$ cat config.mk
export PLATFORM = sky130hd
export DESIGN_NAME = mips_muldiv_alu
export DESIGN_NICKNAME = d
export VERILOG_FILES = /design/src/rtl/mips_muldiv_alu.sv
export SDC_FILE = /design/constraint.sdc
export NUM_CORES = 1
export LEC_CHECK = 0
export BUFFER_PORTS_ARGS = -buffer_cell sky130_fd_sc_hd__buf_2
export CAP_MARGIN = 20
export CORE_MARGIN = 8
export CORE_UTILIZATION = 50
export CTS_CLUSTER_SIZE = 10
export DETAILED_ROUTE_END_ITERATION = 8
export HOLD_SLACK_MARGIN = 0.06
export MAX_ROUTING_LAYER = met4
export PLACE_DENSITY = 0.69
export SYNTH_ARGS = -nofsm -noshare
export SYNTH_HDL_FRONTEND = slang
export SYNTH_SLANG_ARGS = --single-unit
$ cat constraint.sdc
create_clock -name clk -period 4.45 [get_ports clk]
set_input_delay 0.6675 -clock clk [delete_from_list [all_inputs] [get_ports clk]]
set_output_delay 0.6675 -clock clk [all_outputs]
set_load 0.01 [all_outputs]
$ cat src/rtl/mips_muldiv_alu.sv
// EX-stage ALU with a start/busy/done handshake. Logic, arithmetic and compare ops finish in one cycle.
// Unsigned shift-add multiply and restoring divide take one cycle per bit and write the HI/LO registers.
module mips_muldiv_alu #(
  parameter int WIDTH = 32
) (
  input  logic             clk,
  input  logic             rst,
  input  logic [WIDTH-1:0] a,
  input  logic [WIDTH-1:0] b,
  input  logic [3:0]       op,
  input  logic             start,
  output logic [WIDTH-1:0] out,
  output logic             zero,
  output logic             busy,
  output logic             done,
  output logic [WIDTH-1:0] hi,
  output logic [WIDTH-1:0] lo
);

  localparam logic [3:0] OP_AND   = 4'b0000;
  localparam logic [3:0] OP_OR    = 4'b0001;
  localparam logic [3:0] OP_ADD   = 4'b0010;
  localparam logic [3:0] OP_EQ    = 4'b0101;
  localparam logic [3:0] OP_SUB   = 4'b0110;
  localparam logic [3:0] OP_SLTU  = 4'b0111;
  localparam logic [3:0] OP_MULTU = 4'b1000;
  localparam logic [3:0] OP_DIVU  = 4'b1001;
  localparam logic [3:0] OP_MFHI  = 4'b1010;
  localparam logic [3:0] OP_MFLO  = 4'b1011;
  localparam logic [3:0] OP_NOR   = 4'b1100;
  localparam int CW = $clog2(WIDTH + 1);

  typedef enum logic [1:0] {IDLE, MUL, DIV} state_t;

  state_t           state_reg, state_next;
  logic [CW-1:0]    count_reg;
  logic [WIDTH-1:0] acc_hi_reg, acc_lo_reg, opnd_reg;
  logic [WIDTH-1:0] out_reg, hi_reg, lo_reg;
  logic             zero_reg, done_reg;

  logic             accept;
  logic [WIDTH-1:0] alu_out;
  logic             alu_zero;
  logic [WIDTH:0]   mul_sum, div_shift, div_diff;
  logic             div_ok;
  logic [WIDTH-1:0] mul_hi_next, mul_lo_next, div_hi_next, div_lo_next;
  logic             last_iter;

  assign accept    = start && (state_reg == IDLE);
  assign last_iter = (count_reg == CW'(1));

  // Single-cycle result path
  always_comb begin
    alu_out  = '0;
    alu_zero = 1'b1;
    case (op)
      OP_AND:  alu_out = a & b;
      OP_OR:   alu_out = a | b;
      OP_ADD:  alu_out = a + b;
      OP_SUB:  alu_out = a - b;
      OP_SLTU: alu_out = {{(WIDTH-1){1'b0}}, (a < b)};
      OP_NOR:  alu_out = ~(a | b);
      OP_MFHI: alu_out = hi_reg;
      OP_MFLO: alu_out = lo_reg;
      default: alu_out = '0;
    endcase
    case (op)
      OP_AND, OP_OR, OP_ADD, OP_SUB, OP_SLTU, OP_NOR, OP_MFHI, OP_MFLO:
        alu_zero = (alu_out == '0);
      OP_EQ:   alu_zero = (a == b);
      default: alu_zero = 1'b1;
    endcase
  end

  // One iteration step; acc_lo holds the multiplier (MUL) or dividend/quotient (DIV)
  always_comb begin
    mul_sum     = {1'b0, acc_hi_reg} + (acc_lo_reg[0] ? {1'b0, opnd_reg} : '0);
    mul_hi_next = mul_sum[WIDTH:1];
    mul_lo_next = {mul_sum[0], acc_lo_reg[WIDTH-1:1]};
    div_shift   = {acc_hi_reg, acc_lo_reg[WIDTH-1]};
    div_diff    = div_shift - {1'b0, opnd_reg};
    div_ok      = ~div_diff[WIDTH];
    div_hi_next = div_ok ? div_diff[WIDTH-1:0] : div_shift[WIDTH-1:0];
    div_lo_next = {acc_lo_reg[WIDTH-2:0], div_ok};
  end

  always_comb begin
    state_next = state_reg;
    case (state_reg)
      IDLE: begin
        if (accept && op == OP_MULTU)                state_next = MUL;
        else if (accept && op == OP_DIVU && b != '0) state_next = DIV;
      end
      MUL, DIV: if (last_iter) state_next = IDLE;
      default:  state_next = IDLE;
    endcase
  end

  always_ff @(posedge clk) begin
    if (rst) begin
      state_reg  <= IDLE;
      count_reg  <= '0;
      acc_hi_reg <= '0;
      acc_lo_reg <= '0;
      opnd_reg   <= '0;
      out_reg    <= '0;
      zero_reg   <= 1'b0;
      hi_reg     <= '0;
      lo_reg     <= '0;
      done_reg   <= 1'b0;
    end else begin
      state_reg <= state_next;
      done_reg  <= 1'b0;
      if (accept) begin
        if (op == OP_MULTU) begin
          acc_hi_reg <= '0;
          acc_lo_reg <= b;
          opnd_reg   <= a;
          count_reg  <= CW'(WIDTH);
        end else if (op == OP_DIVU) begin
          if (b == '0) begin
            hi_reg   <= a;
            lo_reg   <= '1;
            done_reg <= 1'b1;
          end else begin
            acc_hi_reg <= '0;
            acc_lo_reg <= a;
            opnd_reg   <= b;
            count_reg  <= CW'(WIDTH);
          end
        end else begin
          out_reg  <= alu_out;
          zero_reg <= alu_zero;
          done_reg <= 1'b1;
        end
      end else if (state_reg == MUL || state_reg == DIV) begin
        count_reg  <= count_reg - CW'(1);
        acc_hi_reg <= (state_reg == MUL) ? mul_hi_next : div_hi_next;
        acc_lo_reg <= (state_reg == MUL) ? mul_lo_next : div_lo_next;
        if (last_iter) begin
          hi_reg   <= (state_reg == MUL) ? mul_hi_next : div_hi_next;
          lo_reg   <= (state_reg == MUL) ? mul_lo_next : div_lo_next;
          done_reg <= 1'b1;
        end
      end
    end
  end

  assign out  = out_reg;
  assign zero = zero_reg;
  assign busy = (state_reg != IDLE);
  assign done = done_reg;
  assign hi   = hi_reg;
  assign lo   = lo_reg;

endmodule

==> run summary <==
The worst setup path is launched from a flip-flop. After layout, the worst path uses 94.7% of the clock period. The post-place instance area is 0.0213 sq mm. Counting every net in the synthesized netlist gives 2,906. The first global-routing pass estimated 123,000 microns of wire. The slew of the pin with the lowest slew margin came out at 0.928 ns. The setup slack after placement came out at -0.0583 ns. The flow ran to the end, and the final reports show no timing, DRC or antenna violations.

The netlist area before placement is 0.0192 sq mm. STA puts the critical path data required time at 4.92 ns. The cell family contributing the most delay on the critical path is compound AO/OA/AOI/OAI gates. The total congestion overflow after global routing came out at 0. The startpoint of the worst register-to-register path is acc_lo_reg[0]. The critical path launch point is acc_lo_reg[0]. Compared with the post-synthesis result, the final layout area differs by 14.9%. The number of storage elements in the synthesis netlist is 202. Sorting the synthesized cells by area gives the leading types as dfxtp_1 (21%), ha_1 (11%), a21oi_1 (7.4%).

The routed wire length is 81,000 microns. The CTS clock-pin slew for the worst setup and hold paths is 0.05 ns. CTS placed an instance of clkbuf_16 at the clock tree root.

The average detailed-routed wire length per instance is 24.0 microns. The sum of buffers and inverters on the critical path is 1. Including well taps, the total number of placed cells is 3,330. The highest achievable clock rate came out at 0.237 GHz.

IR analysis of the VDD net gives a maximum drop of 0.280 mV. The count of final hold-check violations is 0. The number of instances in the synthesized netlist is 2,662. The register area share after synthesis is 21.1%. Sorting the synthesized cells by how often they occur yields nand2_1 (304), nor2_1 (285), a21oi_1 (283).

The synthesized-area fraction occupied by ao, oa, aoi and oai cells is 32.2%. The post-detailed-route via-to-cell ratio came out at 6.44. In this run the power density over the cells is 260 mW/mm^2.

The number of buffers inserted by hold repair at cts is 0. The maximum net fanout on the critical path is 27. The core outline area is 0.0378 sq mm. The final setup violation count is 0. The synthesis warning total came out at 0.

The max-slew headroom at the worst pin is 37.6%. The async set or reset register ratio after synthesis came out at 0%. The number of resized instances in the post-cts repair step is 0. Counting along the longest clock path gives a buffer depth of 3. The leakage component of the power is 9.41 nW. CTS saw 202 sinks. The number of setup buffers added after CTS is 0. For this design, the slowest cell found on the critical path is a2111oi_0. The count of flip-flops with a built-in enable after synthesis is 0. The combinational family with the most area after synthesis is compound AO/OA/AOI/OAI gates. The average footprint of a synthesized cell came out at 7.21 sq um. The number of different library cells in the post-synthesis netlist came out at 102. The number of core rows is 71. The worst path meets setup with 0.235 ns of slack.

Hold is met by 0.455 ns. In this run the number of H-tree levels came out at 1. The count of maximum capacitance violations came out at 0.

The worst setup path is captured at a flip-flop. The number of iterations in the first detailed-routing pass came out at 7. The remaining routing DRC violations came out at 0. The width of the chip is 212 microns.

After the last flow step, the layout net total stands at 3,090. The post-route total power is 5.72 mW. The CTS buffer count came out at 25. The biggest area consumer among synthesized cells is dfxtp_1. The initial utilization of the core area, before any placement, comes to 50.8%. The number of nets with antenna violations after detailed routing is 0.

The overall die area is 0.0449 sq mm. The tightest min-delay check is of the reg2reg type. The post-synthesis adder-cell area fraction is 11.4%.

Across every metal layer, demand over resource in global routing totals 35.7%. The number of antenna violations at the first check in global routing came out at 6. The count of final max-slew check failures came out at 0. The worst setup path is of the reg2reg kind. In this design, the stage delay of the slowest critical-path cell is 0.82 ns. After routing the design area is 0.0221 sq mm. The post-route non-filler standard cell count came out at 3,370. The via count of the first global-routing pass came out at 20,700. The signal on the critical path passes through buf_4 -> and2_1 -> ha_1 -> and4_1 -> and2_1 -> o2111ai_1 -> a2111oi_0 -> o21ai_0 -> a21oi_1 -> nand2_1 -> a211oi_1 -> o311ai_0 -> a21oi_1. The share of synthesized area spent on multiplexers is 3.68%. The initial detailed-routing violation count is 2,626.

TritonCTS built the clock tree. Entering global routing, the biggest net connects 72 pins. The startpoint identified for the worst hold timing path is out[13]. The vertical die dimension came out at 212 microns. The clock period minus worst slack came out at 4.21 ns.

The total via count after detailed routing is 21,700. The number of placed I/O pins is 170. Clock skew on the completed layout was measured at 0.0135 ns.

The quantity of I/O buffers inserted on ports came out at 169. The HPWL reported at the end of detailed placement is 63,600 microns. For this run, the leading register cell type out of synthesis is dfxtp_1. The most numerous cell in the Yosys netlist is nand2_1. The arrival time of data at the critical path endpoint came out at 4.68 ns.

The area share of and/or/nand/nor cells after synthesis is 21.7%. The later-pin clock latency in the skew report came out at 0.53 ns. Setup repair after global routing left no endpoint under its margin. The portion of synthesized cell area occupied by the leading cell type came out at 21.1%. The post-synthesis xor/xnor area fraction came out at 2.51%. The fraction of final layout cells sized beyond drive strength 1 is 15.3%.

The placer congestion estimate is 1.01.
## final timing paths
kind | end | slack [ns] | cells past startpoint
min reg2reg | out[13] | 0.45 | 2
min | out[13] | 0.45 | 2
max reg2reg | hi[31] | 0.24 | 13
max | hi[31] | 0.24 | 13
## per-stage QoR
stage	setup TNS, ns	util, %
after floorplan	0	-
final	0	58.4
after CTS	0	58.4
after global placement	-0.0993	56.5
after detailed placement	-0.0583	56.5
after global routing	0	58.4
## final cells by class
class	count	area, sq um
clock inverter	2	38.8
inverter	169	634
tap	511	639
antenna	6	15.0
sequential	202	4040
clock buffer	32	662
multi-input combinational	2105	13800
fill	3635	15700
timing repair buffer	343	2200
## placed cells by master, fill, tap and decap left out, types with 7 or more instances in the layout
cell / n
nand2b_1: 11
o221ai_1: 15
buf_4: 171
o31ai_1: 26
o21a_1: 19
buf_2: 168
o31a_1: 10
o21ai_1: 7
mux2_2: 8
nor3_1: 49
a31oi_1: 18
a21o_1: 33
inv_1: 167
and2_1: 42
or3_1: 19
a311oi_1: 38
a22oi_1: 18
o21ai_0: 113
nor2_1: 281
a211o_1: 11
o211ai_1: 82
a222oi_1: 9
a21oi_1: 283
o22ai_1: 13
xor2_1: 24
clkbuf_16: 25
a211oi_1: 85
o21bai_1: 15
dfxtp_1: 202
nor2b_1: 24
xnor2_1: 31
nor4_1: 30
nand3_1: 49
and3_1: 15
nand4_1: 28
mux2i_1: 60
nand2_1: 302
ha_1: 168
## tightest hold or removal path, stage by stage (launching register included)
cell     delay (ns)
dfxtp_1        0.30
nand2_1        0.05
a21oi_1        0.05
## cell families after synthesis
kind of cell | count (synthesis)
AO/OA/AOI/OAI | 905
AND/OR/NAND/NOR | 903
buffers and inverters | 355
flip-flops | 202
adder cells (fa/ha/maj) | 173
multiplexers | 69
XOR/XNOR | 55
## report_power, final
group | internal [mW] | switching (mW) | leakage [nW] | total (mW)
clock | 1.08 | 0.771 | 0.341 | 1.85
sequential | 1.86 | 0.0401 | 1.64 | 1.90
combinational | 0.736 | 1.24 | 7.43 | 1.97
## metal layers
layer	global-route usage (%)	up-vias	share of wire, %
li1	-	10100	-
met1	48.6	10200	43
met2	52.8	1257	43
met3	5.03	201	10
met4	13.7	0	4.2
met5	-	-	0
Power figures use the tool's default switching activity.
